File: src/rtl/regfile_pipelined_decode_pkg.sv
// Shared types and helpers for the pipelined-decode register file.
// Optional feature macro: REGFILE_WR_FORWARD_EN (write-to-read bypass).
package regfile_pkg;

    // Clear engine state
    typedef enum logic [0:0] {
        IDLE  = 1'b0,
        CLEAR = 1'b1
    } state_t;

    // Architectural zero register index
    localparam int unsigned REG_ZERO = 0;

    // Address width needed to index n registers
    function automatic int unsigned addr_w(input int unsigned n);
        return $clog2(n);
    endfunction

endpackage

File: src/rtl/regfile_pipelined_decode_if.sv
// Write/read/clear bus of the register file; clock and reset stay plain ports.
interface regfile_pipelined_decode_if
    import regfile_pkg::*;
#(
    parameter int unsigned NUM_REGS = 32,
    parameter int unsigned WIDTH    = 32,
    parameter int unsigned ADDR_W   = addr_w(NUM_REGS)
) ();

    logic                ctrl_writeEnable;
    logic [ADDR_W-1:0]   ctrl_writeReg;
    logic [WIDTH-1:0]    data_writeReg;
    logic [ADDR_W-1:0]   ctrl_readRegA;
    logic [ADDR_W-1:0]   ctrl_readRegB;
    logic [WIDTH-1:0]    data_readRegA;
    logic [WIDTH-1:0]    data_readRegB;
    logic                ctrl_clear;
    logic                busy;
    logic [NUM_REGS-1:0] wr_onehot;

    // Datapath side driving requests
    modport master (
        output ctrl_writeEnable, ctrl_writeReg, data_writeReg,
        output ctrl_readRegA, ctrl_readRegB, ctrl_clear,
        input  data_readRegA, data_readRegB, busy, wr_onehot
    );

    // Register file side
    modport slave (
        input  ctrl_writeEnable, ctrl_writeReg, data_writeReg,
        input  ctrl_readRegA, ctrl_readRegB, ctrl_clear,
        output data_readRegA, data_readRegB, busy, wr_onehot
    );

endinterface

File: src/rtl/regfile_pipelined_decode_decoder_onehot.sv
// Generic binary-to-one-hot decoder (combinational).
module decoder_onehot #(
    parameter int unsigned ADDR_W = 5
) (
    input  logic [ADDR_W-1:0]       i_addr,
    output logic [(1<<ADDR_W)-1:0]  o_onehot_c
);

    // Single bit set at the addressed position
    always_comb begin
        o_onehot_c         = '0;
        o_onehot_c[i_addr] = 1'b1;
    end

endmodule

File: src/rtl/regfile_pipelined_decode.sv
// 1W/2R register file with a registered write-decode stage and a bulk-clear engine.
// Register 0 reads as zero. Optional macro REGFILE_WR_FORWARD_EN bypasses the
// pending write to the read ports one edge earlier.
module regfile_pipelined_decode
    import regfile_pkg::*;
#(
    parameter int unsigned NUM_REGS = 32,
    parameter int unsigned WIDTH    = 32,
    parameter int unsigned ADDR_W   = addr_w(NUM_REGS)
) (
    input  logic                        clock,
    input  logic                        ctrl_reset_n,
    regfile_pipelined_decode_if.slave   bus
);

    state_t              r_state;
    state_t              w_state_nxt;
    logic                r_busy;
    logic                w_busy_nxt;
    logic [ADDR_W-1:0]   r_clr_cnt;
    logic [ADDR_W-1:0]   w_clr_cnt_nxt;
    logic                w_sweep;

    logic                w_wr_accept;
    logic [NUM_REGS-1:0] w_dec_onehot;
    logic [NUM_REGS-1:0] r_wr_onehot;
    logic [WIDTH-1:0]    r_data_q;
    logic                r_pending;
    logic [WIDTH-1:0]    r_regs [NUM_REGS];
    logic [WIDTH-1:0]    w_rd_a;
    logic [WIDTH-1:0]    w_rd_b;
`ifdef REGFILE_WR_FORWARD_EN
    logic [ADDR_W-1:0]   r_wr_addr;
`endif

    // A write is taken only when idle and not colliding with a clear request
    assign w_wr_accept = bus.ctrl_writeEnable && (r_state == IDLE) && !bus.ctrl_clear;

    decoder_onehot #(
        .ADDR_W (ADDR_W)
    ) u_dec (
        .i_addr     (bus.ctrl_writeReg),
        .o_onehot_c (w_dec_onehot)
    );

    // Clear FSM state, busy flag and sweep counter
    always_ff @(posedge clock or negedge ctrl_reset_n) begin
        if (!ctrl_reset_n) begin
            r_state   <= IDLE;
            r_busy    <= 1'b0;
            r_clr_cnt <= '0;
        end else begin
            r_state   <= w_state_nxt;
            r_busy    <= w_busy_nxt;
            r_clr_cnt <= w_clr_cnt_nxt;
        end
    end

    // Clear FSM next state: sweep one register per edge, stop after the last
    always_comb begin
        w_state_nxt   = r_state;
        w_busy_nxt    = r_busy;
        w_clr_cnt_nxt = r_clr_cnt;
        w_sweep       = 1'b0;
        case (r_state)
            IDLE: begin
                if (bus.ctrl_clear) begin
                    w_state_nxt   = CLEAR;
                    w_busy_nxt    = 1'b1;
                    w_clr_cnt_nxt = '0;
                end
            end
            CLEAR: begin
                w_sweep       = 1'b1;
                w_clr_cnt_nxt = r_clr_cnt + ADDR_W'(1);
                if (r_clr_cnt == ADDR_W'(NUM_REGS - 1)) begin
                    w_state_nxt = IDLE;
                    w_busy_nxt  = 1'b0;
                end
            end
            default: begin
                w_state_nxt = IDLE;
                w_busy_nxt  = 1'b0;
            end
        endcase
    end

    // Write stage 1: register decoded select and data
    always_ff @(posedge clock or negedge ctrl_reset_n) begin
        if (!ctrl_reset_n) begin
            r_wr_onehot <= '0;
            r_data_q    <= '0;
            r_pending   <= 1'b0;
        end else if (w_wr_accept) begin
            r_wr_onehot <= w_dec_onehot;
            r_data_q    <= bus.data_writeReg;
            r_pending   <= 1'b1;
        end else begin
            r_wr_onehot <= '0;
            r_pending   <= 1'b0;
        end
    end

`ifdef REGFILE_WR_FORWARD_EN
    // Pending write address for the read bypass
    always_ff @(posedge clock or negedge ctrl_reset_n) begin
        if (!ctrl_reset_n) begin
            r_wr_addr <= '0;
        end else if (w_wr_accept) begin
            r_wr_addr <= bus.ctrl_writeReg;
        end
    end
`endif

    // Write stage 2 commit and clear sweep; the sweep overrides a same-edge commit
    always_ff @(posedge clock or negedge ctrl_reset_n) begin
        if (!ctrl_reset_n) begin
            for (int i = 0; i < int'(NUM_REGS); i++) begin
                r_regs[i] <= '0;
            end
        end else begin
            for (int i = 1; i < int'(NUM_REGS); i++) begin
                if (r_pending && r_wr_onehot[i]) begin
                    r_regs[i] <= r_data_q;
                end
                if (w_sweep && (r_clr_cnt == ADDR_W'(i))) begin
                    r_regs[i] <= '0;
                end
            end
        end
    end

    // Combinational read ports with zero register and optional bypass
    always_comb begin
        w_rd_a = (bus.ctrl_readRegA == ADDR_W'(REG_ZERO)) ? '0 : r_regs[bus.ctrl_readRegA];
        w_rd_b = (bus.ctrl_readRegB == ADDR_W'(REG_ZERO)) ? '0 : r_regs[bus.ctrl_readRegB];
`ifdef REGFILE_WR_FORWARD_EN
        if (r_pending && (r_state == IDLE) && (bus.ctrl_readRegA == r_wr_addr) &&
            (bus.ctrl_readRegA != ADDR_W'(REG_ZERO))) begin
            w_rd_a = r_data_q;
        end
        if (r_pending && (r_state == IDLE) && (bus.ctrl_readRegB == r_wr_addr) &&
            (bus.ctrl_readRegB != ADDR_W'(REG_ZERO))) begin
            w_rd_b = r_data_q;
        end
`endif
    end

    assign bus.data_readRegA = w_rd_a;
    assign bus.data_readRegB = w_rd_b;
    assign bus.busy          = r_busy;
    assign bus.wr_onehot     = r_wr_onehot;

endmodule
File: src/flat_wrapper.sv
// flat-port wrapper written by rule: the top's interface ports become plain ports
module regfile_pipelined_decode_flat import regfile_pkg::*;
#(
    parameter int unsigned NUM_REGS = 32,
    parameter int unsigned WIDTH    = 32,
    parameter int unsigned ADDR_W   = addr_w(NUM_REGS)
)
  (clock, ctrl_reset_n, bus_ctrl_writeEnable, bus_ctrl_writeReg, bus_data_writeReg, bus_ctrl_readRegA, bus_ctrl_readRegB, bus_ctrl_clear, bus_data_readRegA, bus_data_readRegB, bus_busy, bus_wr_onehot);
  regfile_pipelined_decode_if #(.NUM_REGS(NUM_REGS), .WIDTH(WIDTH), .ADDR_W(ADDR_W)) bus_i ();
  input  logic clock;
  input  logic ctrl_reset_n;
  input wire logic [$bits(bus_i.ctrl_writeEnable)-1:0] bus_ctrl_writeEnable;
  input wire logic [$bits(bus_i.ctrl_writeReg)-1:0] bus_ctrl_writeReg;
  input wire logic [$bits(bus_i.data_writeReg)-1:0] bus_data_writeReg;
  input wire logic [$bits(bus_i.ctrl_readRegA)-1:0] bus_ctrl_readRegA;
  input wire logic [$bits(bus_i.ctrl_readRegB)-1:0] bus_ctrl_readRegB;
  input wire logic [$bits(bus_i.ctrl_clear)-1:0] bus_ctrl_clear;
  output wire logic [$bits(bus_i.data_readRegA)-1:0] bus_data_readRegA;
  output wire logic [$bits(bus_i.data_readRegB)-1:0] bus_data_readRegB;
  output wire logic [$bits(bus_i.busy)-1:0] bus_busy;
  output wire logic [$bits(bus_i.wr_onehot)-1:0] bus_wr_onehot;
  assign bus_i.ctrl_writeEnable = bus_ctrl_writeEnable;
  assign bus_i.ctrl_writeReg = bus_ctrl_writeReg;
  assign bus_i.data_writeReg = bus_data_writeReg;
  assign bus_i.ctrl_readRegA = bus_ctrl_readRegA;
  assign bus_i.ctrl_readRegB = bus_ctrl_readRegB;
  assign bus_i.ctrl_clear = bus_ctrl_clear;
  assign bus_data_readRegA = bus_i.data_readRegA;
  assign bus_data_readRegB = bus_i.data_readRegB;
  assign bus_busy = bus_i.busy;
  assign bus_wr_onehot = bus_i.wr_onehot;
  regfile_pipelined_decode #(.NUM_REGS(NUM_REGS), .WIDTH(WIDTH), .ADDR_W(ADDR_W)) u_core (.clock(clock), .ctrl_reset_n(ctrl_reset_n), .bus(bus_i));
endmodule
File: config.mk
export PLATFORM = sky130hd
export DESIGN_NAME = regfile_pipelined_decode_flat
export DESIGN_NICKNAME = d
export VERILOG_FILES = /design/src/rtl/regfile_pipelined_decode_pkg.sv /design/src/rtl/regfile_pipelined_decode_if.sv /design/src/rtl/regfile_pipelined_decode_decoder_onehot.sv /design/src/rtl/regfile_pipelined_decode.sv /design/src/flat_wrapper.sv
export SDC_FILE = /design/constraint.sdc
export NUM_CORES = 2
export LEC_CHECK = 0
export ABC_AREA = 1
export CORE_ASPECT_RATIO = 0.5
export CORE_UTILIZATION = 35
export CTS_BUF_LIST = sky130_fd_sc_hd__clkbuf_8
export CTS_CLUSTER_DIAMETER = 80
export CTS_CLUSTER_SIZE = 10
export DETAILED_ROUTE_END_ITERATION = 8
export PLACE_DENSITY = 0.56
export SLEW_MARGIN = 40
export SYNTH_ARGS = -nofsm -noshare
export SYNTH_HDL_FRONTEND = slang
export SYNTH_SLANG_ARGS = --single-unit
File: constraint.sdc
create_clock -name clock -period 3.18 [get_ports clock]
set_input_delay 0.318 -clock clock [delete_from_list [all_inputs] [get_ports clock]]
set_output_delay 0.318 -clock clock [all_outputs]
set_load 0.02 [all_outputs]
* Yosys cells after proc, flatten, opt, wreduce, memory -nomap -nowiden *
Cells that the tools add are included.

word-level totals
  bits in registers = 1064
  word-level logic and storage cells = 261
  output and inout port bits = 97
  input bits = 51

cells by class
  reduce and logical (&&, ||, !) cells = 100
  multiplexer cells = 83
  magnitude comparators = 4
  equality and inequality tests = 33
  $add $sub $neg = 1
  bitwise logic cells = 3

operators with widths
  cell                                                                number
  two-way mux 32 bit                                                  69
  binary-select mux 32 bit (select 5 bit)                             2
  equality test 5 bit (second input constant)                         16
  logical AND 1 bit                                                   65
  nonzero test 2 bit                                                  31
  equality test 5 x 4 -> 1 bit (second input constant)                8
  equality test 5 x 3 -> 1 bit (second input constant)                4
  greater-or-equal comparator 6 bit (second input constant)           2
  NOT 5 -> 6 bit                                                      2
  equality test 5 x 2 -> 1 bit (second input constant)                2
  zero test 5 bit                                                     2
  case mux 5 bit (2 select lines)                                     1
  two-way mux 1 bit                                                   7
  less-than comparator 5 x 6 -> 1 bit (second input constant)         1
  adder 5 x 1 -> 5 bit (second input constant)                        1
  demux 1 bit (select 5 bit)                                          1
  equality test 5 x 1 -> 1 bit (second input constant)                1
  greater-or-equal comparator 5 x 1 -> 1 bit (second input constant)  1
  two-way mux 5 bit                                                   1
  != test 2 bit (second input constant)                               2
  case mux 1 bit (2 select lines)                                     2
  AND reduction 2 bit                                                 1
  zero test 1 bit                                                     1
  NOT 1 bit                                                           1

* Logic depth before layout (Yosys ltp) *
  word-level depth = 5
  depth in mapped cells = 12
  mapped depth without buffers = 9

* By module *
Synthesis repeated with hierarchy kept, for this count alone.

unflattened totals
  cells, all modules = 9281
  area total of the unflattened synthesis = 62815.2 sq um

by module, submodules not included
  module                    instances  cells an instance  area each (sq um)
  regfile_pipelined_decode  1          9231               62620.1
  decoder_onehot            1          50                 195.2

* Worst setup path after synthesis *
OpenSTA, ideal clock, no wires.

  path kind = input to output
  from = in bus_ctrl_readRegB[1]
  to = out bus_data_readRegB[23]
  stages on the path = 10
  data arrival time = 1449 ps
  setup slack = 1413 ps
  path buffers = 3
  path through = buf_4 > inv_1 > buf_4 > clkbuf_1 > nand3_1 > nand3_1 > nand3_1 > nand2_1 > nand2_1 > nand2_1

on the way
  cells in the longest elaborated chain, start to end = 5
  elaborated cells on any way between the ends = 6

RTL lines
  what                                                    RTL line                         text
  from (decl)                                             flat_wrapper.sv:16               input wire logic [$bits(bus_i.ctrl_readRegB)-1:0] bus_ctrl_readRegB;
  NOT 5 -> 6 bit (not written as such)                    regfile_pipelined_decode.sv:136  w_rd_b = (bus.ctrl_readRegB == ADDR_W'(REG_ZERO)) ? '0 : r_regs[bus.ctrl_readRegB];
  binary-select mux 32 bit (select 5 bit)                 regfile_pipelined_decode.sv:136
  two-way mux 32 bit (not written as such) (2 in series)  regfile_pipelined_decode.sv:136
  two-way mux 32 bit *                                    regfile_pipelined_decode.sv:136
  to (decl)                                               flat_wrapper.sv:19               output wire logic [$bits(bus_i.data_readRegB)-1:0] bus_data_readRegB;

Mark *: on every way between the ends. The rest lies on a longest branch, timed or not. The select of a mux whose other input is x is not followed.

* Worst setup path in the final report *
  from = reg u_core.r_regs[514] (netlist name)
  to = out bus_data_readRegA[2]

on the way
  cells in the longest elaborated chain, start to end = 4

RTL lines
  what                                                    RTL line                         text
  from (decl)                                             regfile_pipelined_decode.sv:29   logic [WIDTH-1:0] r_regs [NUM_REGS];
  from (signal, indexed assignment)                       regfile_pipelined_decode.sv:124  r_regs[i] <= r_data_q;
  binary-select mux 32 bit (select 5 bit)                 regfile_pipelined_decode.sv:135  w_rd_a = (bus.ctrl_readRegA == ADDR_W'(REG_ZERO)) ? '0 : r_regs[bus.ctrl_readRegA];
  two-way mux 32 bit (not written as such) (2 in series)  regfile_pipelined_decode.sv:135
  two-way mux 32 bit                                      regfile_pipelined_decode.sv:135
  to (decl)                                               flat_wrapper.sv:18               output wire logic [$bits(bus_i.data_readRegA)-1:0] bus_data_readRegA;

No other way between the ends. The select of a mux whose other input is x is not followed.

==> flow_summary.ini <==
[outcome]
outcome = finished, violations left
violations = setup timing

[timing]
hold_ws_ns = 0.0197
fin_crit_ns = 3.23
rsz0062_at_grt = yes
finalSetupTns_ns = -0.0529
finalHoldViolCount = 0
max_freq_mhz = 309
slew_headroom_pct = 36.5
worst_slack_ns = -0.0529
worst_pin_slew_ns = 0.953
slew_viol_final = 0
fin_skew_ns = 0.0730
setup-violations-final = 1
timing.final.crit_share_pct = 102

[clocking]
cts.path.max_buffers = 3
cts_buffers = 116
tritoncts = yes
post_cts_buffers = 0
clk_pin_slew_ns = 0.08
worstSkewPairLatency_ns = 0.96
cts.sinks = 1064
cts-root-buf = clkbuf_8
ctsHtreeMaxLevel = 3

[detailed_routing]
drc = 0
via_count = 68000
drt_iter0_drc = 10800
drtAntennaViolNets = 0
vias_per_cell = 5.93
wl_per_cell_um = 27.8
wl_um = 319000
first_pass_iters = 7

[synth]
ys_ff_latch = 1064
netlist-cell-type-count = 23
synth_enable_flop_cells = 0
yosysWarnings = 32
syn-cell-area_um2 = 62500
async_flop_share_pct = 100
netlist_instances = 9213
synth_flop_cell = dfrtp_1
yosysSeqAreaShare_pct = 42.6
syn_area_per_cell_um2 = 6.78
syn-num-nets = 9270

[setup_path]
critPathMaxStageDelay_ns = 0.62
cp-startpoint = u_core.r_regs[514]
reg2reg_from = u_core.r_clr_cnt[0]
critPathKind = register to primary output
cp_num_buf_inv = 2
worst_path_max_delay_cell = clkdlybuf4s50_1
path_delay_family = simple AND/OR/NAND/NOR gates
cp_data_arrival_time_ns = 2.91
required_ns = 2.86
worst_setup_path_start_kind = register
cp_cell_sequence = inv_1 > nand2_1 > nand3_1 > nand3_1 > nand3_1 > nand2_2 > nand2_1 > nand2_1 > clkdlybuf4s50_1
crit_fanout = 3
cp-end-kind = primary output

[global_route]
first_global_vias = 62500
grt_util_met2_pct = 48.4
grt_usage_pct = 34.6
antenna_found_initial = 22
busiest_layer = met2
grtUsageMet1_pct = 46.4
grt_use_met3_pct = 13.0
grt_pass1_wl_um = 455000
grt_max_degree = 94
gr-total-overflow = 0

[floorplanning]
io_pins = 148
die_h_um = 301
dieArea_um2 = 180000
die_x_um = 600
initial_utilization_pct = 35.3
rows = 109
core_area_um2 = 177000

[place]
gp_congestion = 1.02
io_buffers = 147
hpwl_um = 198000
dpl.cell_count = 11300

[power]
leakage_uw = 0.0349
ir_drop_mv = 0.594
powerDensity_nw_per_um2 = 492
comb_power_share_pct = 33.3
share_seq_of_total_power_pct = 41.2
totalPowerFinal_uw = 34300
p_switching_uw = 15300
clockPowerShare_pct = 25.4
p_sw_share_pct = 44.4
intPower_uw = 19100

[cells_and_area]
area_growth_pct = 11.6
post-route-util_pct = 39.4
layout.cells.non_filler = 11500
drive_gt1_share_pct = 6.70
fin_nets = 9124

[hold_path]
min_from = bus_data_writeReg[19]
holdCritPathClass = input pin to register

[flow_run]
drv_cap = 0
-- cell families (layout without fill, tap and decap cells) --
family,after synthesis,count (layout),synth area share [%]
and+or+nand+nor,5466,5466,38.1
adders and majority gates,6,6,0.120
DFF,1064,1064,42.6
buffers and inverters,1678,1539,10.9
other,0,10,0
AOI/OAI and AO/OA,999,999,8.26
-- power groups by stage --
stage	clock [uW]	sequential (uW)	combinational [uW]
after floorplan	0	14200	4900
after global placement	0	14400	10700
after detailed placement	0	14400	10700
after CTS	8730	14100	10700
after global routing	9260	14200	11400
final	8740	14200	11400
-- routing by layer --
layer	up-vias	part of all wire, %
li1	29500	-
met1	32700	39
met2	4902	40
met3	904	15
met4	10	5.6
met5	-	0.018
-- through the flow --
step                instance area (um^2)  worst slack [ns]
floorplan                          62500              1.41
global placement                   67600             0.259
detailed placement                 67600             0.258
CTS                                69600          0.000959
global route                       69700           -0.0687
finish                             69700           -0.0529
-- Yosys cell counts, types with 33 or more instances --
cell,count,area (um^2)
buf_2,307,1540
nor2_1,264,991
inv_1,849,3190
nand3_1,2546,12700
a21oi_1,257,1290
o22ai_1,33,206
buf_1,87,327
a31oi_1,97,607
nand2_1,2628,9860
o21ai_0,588,2940
clkbuf_1,394,1480
dfrtp_1,1064,26600
-- cell type report --
class / instances / area, um^2
fill: 18700 / 107000
multi-input combinational: 6471 / 29200
sequential: 1064 / 26600
timing repair buffer: 555 / 5990
inverter: 859 / 3250
tap: 2386 / 2990
clock buffer: 119 / 1640
clock inverter: 6 / 46.3
antenna: 10 / 25.0
-- repair_timing --
item,4_1_cts,5_1_grt
endpoints found under the setup margin,29,35
gates resized for setup,33,41
hold buffers,27,0
pin swaps,0,2
hold endpoints to repair,643,0
-- final timing paths --
kind | to | depth (start not counted) | slack [ns]
max | bus_data_readRegA[2] | 9 | -0.05
min | u_core.r_data_q[19] | 3 | 0.02
max reg2reg | u_core.r_regs[9] | 8 | 0.64
min reg2reg | u_core.r_regs[298] | 2 | 0.52
max in group asynchronous | u_core.bus.wr_onehot[0] | 4 | 2.29
min in group asynchronous | u_core.r_regs[538] | 3 | 0.22
-- tightest hold or removal path, stage by stage --
cell	delay, ns
clkdlybuf4s50_1	0.45
nand2_1	0.09
o21ai_0	0.07
-- flip-flops by register name, summed over array words and instances, names as in the netlist --
signal and cells:
u_core.bus.busy 1, u_core.bus.wr_onehot 32, u_core.r_clr_cnt 5, u_core.r_data_q 32
u_core.r_pending 1, u_core.r_regs 992, u_core.r_state 1
-- layout by cell type (no fill, tap or decap), types with 6 or more instances in the layout --
cell and n:
ha_1 6, o21ai_0 588, diode_2 10, nand3_1 2535
clkdlybuf4s50_1 83, dlygate4sd3_1 26, nand2_2 42, a31oi_1 97
dlymetal6s2s_1 28, nor2_2 7, buf_4 287, nor2_1 263
nand3_2 12, a21oi_1 257, clkbuf_8 119, dlygate4sd2_1 14
dfrtp_1 1063, o22ai_1 33, inv_1 846, o21ai_1 24
inv_2 8, buf_12 108, nand2_1 2602
Power figures use the tool's default switching activity.
